`src/rtl/sb_track_if.sv`:
```
// Handshake bundle between the four track sources, the arbiter and the downstream track.
// The master side drives source data and downstream ready; the slave side is the arbiter.
interface sb_track_if #(parameter int W = 2);
  logic [3:0]     src_valid;
  logic [3:0]     src_last;
  logic [4*W-1:0] src_data;
  logic [3:0]     src_ready;
  logic           out_valid;
  logic           out_last;
  logic [W-1:0]   out_data;
  logic           out_ready;

  modport master (
    output src_valid, src_last, src_data, out_ready,
    input  src_ready, out_valid, out_last, out_data
  );

  modport slave (
    input  src_valid, src_last, src_data, out_ready,
    output src_ready, out_valid, out_last, out_data
  );
endinterface

```
`src/rtl/sb_track_arbiter.sv`:
```
// Output-track arbiter for a switch box: a fixed static route or round-robin with burst
// locking across four sources. The pass-through path is combinational and adds no latency.
module sb_track_arbiter #(
  parameter int W          = 2,
  parameter int MAXBURST_W = 4
) (
  input  logic        clk,
  input  logic        reset_n,
  input  logic        config_en,
  input  logic [1:0]  config_addr,
  input  logic [31:0] config_data,
  output logic [31:0] config_rdata,
  output logic [1:0]  sel,
  output logic        busy,
  sb_track_if.slave   trk
);

  localparam int CW = MAXBURST_W + 1;

  typedef enum logic {IDLE = 1'b0, GRANT = 1'b1} state_t;

  state_t                state, state_n;
  logic                  mode;
  logic [1:0]            static_sel;
  logic [3:0]            mask;
  logic [MAXBURST_W-1:0] burst;
  logic [MAXBURST_W-1:0] burst_wr;
  logic [1:0]            dyn_sel, dyn_sel_n;
  logic [1:0]            ptr, ptr_n;
  logic [MAXBURST_W-1:0] beat_cnt, beat_cnt_n;
  logic [CW-1:0]         beat_next;
  logic                  beat_done;
  logic                  grant_active;
  logic                  out_valid_i;
  logic                  out_last_i;
  logic                  xfer;
  logic [3:0]            eligible;

  // First eligible source at or after start, walking upward modulo 4.
  function automatic logic [1:0] rr_pick(input logic [3:0] elig, input logic [1:0] start);
    logic [1:0] idx;
    logic [1:0] pick;
    pick = start;
    for (int i = 3; i >= 0; i--) begin
      idx = start + 2'(i);
      if (elig[idx]) pick = idx;
    end
    return pick;
  endfunction

  assign burst_wr = config_data[MAXBURST_W-1:0];

  always_ff @(posedge clk or negedge reset_n) begin
    if (!reset_n) begin
      mode       <= 1'b0;
      static_sel <= 2'd3;
      mask       <= 4'hF;
      burst      <= MAXBURST_W'(1);
    end else if (config_en) begin
      case (config_addr)
        2'd0: begin
          mode       <= config_data[0];
          static_sel <= config_data[3:2];
        end
        2'd1: mask  <= config_data[3:0];
        2'd2: burst <= (burst_wr == '0) ? MAXBURST_W'(1) : burst_wr;
        default: ;
      endcase
    end
  end

  always_comb begin
    config_rdata = 32'd0;
    case (config_addr)
      2'd0:    config_rdata = {28'd0, static_sel, 1'b0, mode};
      2'd1:    config_rdata = {28'd0, mask};
      2'd2:    config_rdata = {{(32-MAXBURST_W){1'b0}}, burst};
      default: config_rdata = 32'd0;
    endcase
  end

  // Outputs are held off while reset is asserted, even though static routing is the reset mode.
  assign sel          = mode ? dyn_sel : static_sel;
  assign grant_active = reset_n & (mode ? ((state == GRANT) & mask[dyn_sel]) : mask[static_sel]);
  assign busy         = mode & grant_active;

  assign out_valid_i   = trk.src_valid[sel] & grant_active;
  assign out_last_i    = trk.src_last[sel] & out_valid_i;
  assign trk.out_valid = out_valid_i;
  assign trk.out_last  = out_last_i;
  assign trk.out_data  = trk.src_data[int'(sel)*W +: W];
  assign trk.src_ready = (trk.out_ready & grant_active) ? (4'b0001 << sel) : 4'b0000;

  assign xfer      = out_valid_i & trk.out_ready;
  assign eligible  = trk.src_valid & mask;
  assign beat_next = {1'b0, beat_cnt} + CW'(1);
  assign beat_done = beat_next >= {1'b0, burst};

  always_comb begin
    state_n    = state;
    dyn_sel_n  = dyn_sel;
    ptr_n      = ptr;
    beat_cnt_n = beat_cnt;
    if (!mode) begin
      state_n = IDLE;
    end else begin
      case (state)
        IDLE: begin
          if (|eligible) begin
            dyn_sel_n  = rr_pick(eligible, ptr);
            beat_cnt_n = '0;
            state_n    = GRANT;
          end
        end
        GRANT: begin
          if (!mask[dyn_sel]) begin
            state_n = IDLE;
            ptr_n   = dyn_sel + 2'd1;
          end else if (xfer) begin
            if (out_last_i || beat_done) begin
              state_n    = IDLE;
              ptr_n      = dyn_sel + 2'd1;
              beat_cnt_n = '0;
            end else begin
              beat_cnt_n = beat_next[MAXBURST_W-1:0];
            end
          end
        end
        default: state_n = IDLE;
      endcase
    end
  end

  always_ff @(posedge clk or negedge reset_n) begin
    if (!reset_n) begin
      state    <= IDLE;
      dyn_sel  <= 2'd3;
      ptr      <= 2'd0;
      beat_cnt <= '0;
    end else begin
      state    <= state_n;
      dyn_sel  <= dyn_sel_n;
      ptr      <= ptr_n;
      beat_cnt <= beat_cnt_n;
    end
  end

endmodule

```
`src/flat_wrapper.sv`:
```
// flat-port wrapper written by rule: the top's interface ports become plain ports
module sb_track_arbiter_flat 
#(
  parameter int W          = 2,
  parameter int MAXBURST_W = 4
)
  (clk, reset_n, config_en, config_addr, config_data, config_rdata, sel, busy, trk_src_valid, trk_src_last, trk_src_data, trk_out_ready, trk_src_ready, trk_out_valid, trk_out_last, trk_out_data);
  sb_track_if #(.W(W)) trk_i ();
  input  logic clk;
  input  logic reset_n;
  input  logic config_en;
  input  logic [1:0] config_addr;
  input  logic [31:0] config_data;
  output logic [31:0] config_rdata;
  output logic [1:0] sel;
  output logic busy;
  input wire logic [$bits(trk_i.src_valid)-1:0] trk_src_valid;
  input wire logic [$bits(trk_i.src_last)-1:0] trk_src_last;
  input wire logic [$bits(trk_i.src_data)-1:0] trk_src_data;
  input wire logic [$bits(trk_i.out_ready)-1:0] trk_out_ready;
  output wire logic [$bits(trk_i.src_ready)-1:0] trk_src_ready;
  output wire logic [$bits(trk_i.out_valid)-1:0] trk_out_valid;
  output wire logic [$bits(trk_i.out_last)-1:0] trk_out_last;
  output wire logic [$bits(trk_i.out_data)-1:0] trk_out_data;
  assign trk_i.src_valid = trk_src_valid;
  assign trk_i.src_last = trk_src_last;
  assign trk_i.src_data = trk_src_data;
  assign trk_i.out_ready = trk_out_ready;
  assign trk_src_ready = trk_i.src_ready;
  assign trk_out_valid = trk_i.out_valid;
  assign trk_out_last = trk_i.out_last;
  assign trk_out_data = trk_i.out_data;
  sb_track_arbiter #(.W(W), .MAXBURST_W(MAXBURST_W)) u_core (.clk(clk), .reset_n(reset_n), .config_en(config_en), .config_addr(config_addr), .config_data(config_data), .config_rdata(config_rdata), .sel(sel), .busy(busy), .trk(trk_i));
endmodule
```
`config.mk`:
```
export PLATFORM = sky130hd
export DESIGN_NAME = sb_track_arbiter_flat
export DESIGN_NICKNAME = d
export VERILOG_FILES = /design/src/rtl/sb_track_if.sv /design/src/rtl/sb_track_arbiter.sv /design/src/flat_wrapper.sv
export SDC_FILE = /design/constraint.sdc
export NUM_CORES = 1
export LEC_CHECK = 0
export CAP_MARGIN = 10
export CELL_PAD_IN_SITES_DETAIL_PLACEMENT = 1
export CELL_PAD_IN_SITES_GLOBAL_PLACEMENT = 1
export CORE_ASPECT_RATIO = 0.5
export CORE_MARGIN = 5
export CORE_UTILIZATION = 25
export CTS_CLUSTER_SIZE = 40
export DETAILED_ROUTE_END_ITERATION = 7
export GPL_ROUTABILITY_DRIVEN = 0
export GPL_TIMING_DRIVEN = 0
export PLACE_DENSITY_LB_ADDON = 0.1
export SLEW_MARGIN = 20
export SYNTH_ARGS = -nofsm -noshare
export SYNTH_HDL_FRONTEND = slang
export SYNTH_SLANG_ARGS = --single-unit
```
`constraint.sdc`:
```
create_clock -name clk -period 2.2 [get_ports clk]
set_input_delay 0.66 -clock clk [delete_from_list [all_inputs] [get_ports clk]]
set_output_delay 0.66 -clock clk [all_outputs]
set_load 0.005 [all_outputs]
```
==> flow_metrics.env <==
export IMPL_die_area_mm2=0.00873
export IMPL_crit_fanout=3
export IMPL_num_nets_final=332
export IMPL_use_met1_pct=14.4
export IMPL_route_detailed_wl_per_inst_um=14.1
export IMPL_maxCapViolations=0
export IMPL_portBuffers=39
export IMPL_crit_type="reg -> out"
export IMPL_core_area_mm2=0.00667
export IMPL_nFillCells=769
export IMPL_synth_top_cell_by_area="dfrtp_1"
export IMPL_cp_end_kind="output port"
export IMPL_synth_edf_count=0
export IMPL_regArea_um2=512
export IMPL_critPathLaunchType="flop"
export IMPL_cts_root_buffer="clkbuf_16"
export IMPL_clk_pin_slew_ns=0.06
export IMPL_clockBufferDepth=2
export IMPL_rsz0062_at_grt="yes"
export IMPL_p_per_area_mw_per_mm2=847
export IMPL_rows=21
export IMPL_syn_cell_area_mm2=0.00172
export IMPL_layout_cells_non_filler=364
export IMPL_ant_nets=0
export IMPL_dr_total_vias=1579
export IMPL_start_util_pct=25.7
export IMPL_syn_avg_cell_area_um2=9.60
export IMPL_p_leak_nw=1.27
export IMPL_ys_types=43
export IMPL_antenna_cells=0
export IMPL_dr_pass1_iters=4
export IMPL_drc_errors=0
export IMPL_ys_async_sr_fraction_pct=100
export IMPL_grt_pass1_wl_um=7720
export IMPL_vdd_drop_max_uv=368
export IMPL_min_period_ns=2.70
export IMPL_via_per_inst=4.34
export IMPL_status="complete, but fails checks"
export IMPL_fin_skew_ns=0.00140
export IMPL_cts_hold_buf=0
export IMPL_violations="setup timing"
export IMPL_drv_slew=0
export IMPL_arrival_ns=2.04
export IMPL_tightest_slew_ns=0.577
export IMPL_cts_tree="done"
export IMPL_place_area_mm2=0.00232
export IMPL_grt_ovfl_total=0
export IMPL_grt_pass1_vias=1606
export IMPL_cts_sinks=20
export IMPL_worstSkewPairLatency_ns=0.25
export IMPL_syn_to_final_growth_pct=56.7
export IMPL_antenna_found_initial=0
export IMPL_hold_viol_final=0
export IMPL_ys_seq_area_share_pct=29.8
export IMPL_fin_tns_setup_ns=-4.18
export IMPL_multiInputGateArea_mm2=0.00113
export IMPL_cts_max_level=1
export IMPL_setup_slack_ns=-0.505
export IMPL_timing_fmax_mhz=370
export IMPL_setup_viol=13
export IMPL_die_w_um=127
export IMPL_io_pins=97
export IMPL_numCtsBuffers=3
export IMPL_synth_common_cells="buf_4 (29), nand2_1 (16), mux2i_1 (12)"
export IMPL_grt_usage_pct=11.1
export IMPL_period_share_pct=123
export IMPL_grt_max_degree=26
export IMPL_drt_iter0_drc=45
export IMPL_total_power_mw=2.28
export IMPL_max_slew_margin_pct=61.5
export IMPL_rrSetupSlack_ns=-0.25
export IMPL_synthTopCellsByArea="dfrtp_1 (16%), dfstp_2 (14%), buf_4 (13%)"
export IMPL_hold_path_class="in -> async"
export IMPL_busiest_layer="met2"
export IMPL_fin_area_mm2=0.00269
export IMPL_dpl_worst_slack_ns=-0.804
export IMPL_slowest_delay_ns=0.54
export IMPL_crit_chain="mux4_2 > a22o_4 > and2_4 > and3_4 > buf_6"
export IMPL_drive_above_1_share_pct=45.2
export IMPL_yosys_warnings=0
export IMPL_synth_ff_type="dfrtp_1"
export IMPL_dp_hpwl_um=3870
export IMPL_ys_ff_latch=20
export IMPL_cp_slowest_cell="dfstp_2"
export IMPL_grtUsageMet2_pct=19.7
export IMPL_yosysMostFrequentCell="buf_4"
export IMPL_synth_top_cell_area_share_pct=16.0
export IMPL_synthCells=179
export IMPL_placed_cells=337
export IMPL_wl_um=5150
export IMPL_die_y_um=68.6
export IMPL_worstPathRequired_ns=1.54
export IMPL_grt_use_met3_pct=1.31
==> power by group <==
part | total [mW] | internal (mW) | switching (mW) | leakage (nW)
logic | 1.22 | 0.679 | 0.541 | 0.985
clock network | 0.458 | 0.315 | 0.142 | 0.0493
registers | 0.603 | 0.492 | 0.111 | 0.233
total | 2.28 | 1.49 | 0.794 | 1.27
==> worst paths after layout <==
check,from,end,depth (start not counted)
max in group asynchronous,reset_n,u_core.beat_cnt[3],1
hold / removal,reset_n,u_core.burst[1],1
hold reg to reg,u_core.burst[0],u_core.burst[0],2
min in group clk,u_core.burst[0],u_core.burst[0],2
setup / recovery,u_core.dyn_sel[0],trk_out_last,5
setup reg to reg,u_core.dyn_sel[0],u_core.beat_cnt[0],8
==> worst max-delay path, delay by kind of cell, from the launching register on <==
family / cells / cell delay (ns)
muxes: 1 / 0.54
buffers and inverters: 1 / 0.11
AOI/OAI and AO/OA: 1 / 0.28
and+or+nand+nor: 2 / 0.32
DFF: 1 / 0.54
==> routing by layer <==
layer	wire, µm	share of wire [%]
met1	2570	50
met4	43	0.84
met2	2270	44
met5	0	0
met3	268	5.2
==> logic make-up after synthesis <==
group                    after synthesis  synth area share [%]
AND/OR/NAND/NOR                       46                  13.8
AO/OA/AOI/OAI                         34                  15.4
flip-flops                            20                  29.8
other                                  1                 0.218
multiplexers                          27                  19.4
buffers and inverters                 43                  16.2
adder cells (fa/ha/maj)                5                  3.64
XOR/XNOR                               3                  1.53
==> flip-flops by register name, indices dropped and copies added (netlist names) <==
| signal | cells |
|---|---|
| u_core.mask | 4 |
| u_core.static_sel | 2 |
| u_core.mode | 1 |
| u_core.state | 1 |
| u_core.ptr | 2 |
| u_core.burst | 4 |
| u_core.beat_cnt | 4 |
| u_core.dyn_sel | 2 |
==> timing repair <==
item	4_1_cts	5_1_grt
setup buffers	15	9
endpoints found under the setup margin	21	18
pin swaps	5	14
resized for setup	67	18
==> layout by cell type, fill, tap and decap left out, types with 3 or more instances in the layout <==
master / count
and2_4: 3
mux2_2: 11
o21ai_1: 3
and2_1: 3
buf_4: 46
a211oi_2: 3
nand2_1: 16
nor3_2: 4
o21ai_0: 9
a21oi_1: 4
nand3_1: 3
clkbuf_16: 4
dfrtp_1: 11
inv_1: 10
nor2_1: 3
mux2i_1: 11
ha_1: 4
dlygate4sd2_1: 3
clkdlybuf4s50_1: 22
conb_1: 28
buf_6: 8
dfstp_2: 9
buf_2: 7
==> per-stage QoR <==
step	util [%]	hold slack [ns]
after CTS	39.0	0.424
after global routing	40.3	0.443
after detailed placement	34.8	0.500
final	40.3	0.402
after global placement	34.9	0.491
after floorplan	-	0.364
==> area by class of cell <==
class | count | area share, %
Buffer | 31 | 9.06
Inverter | 12 | 1.67
Clock buffer | 4 | 3.72
Timing Repair Buffer | 62 | 20.3
Multi-Input combinational cell | 143 | 42.0
Tap cell | 92 | 4.28
Sequential cell | 20 | 19.0
Note: power is estimated with default switching activity, not from simulation.
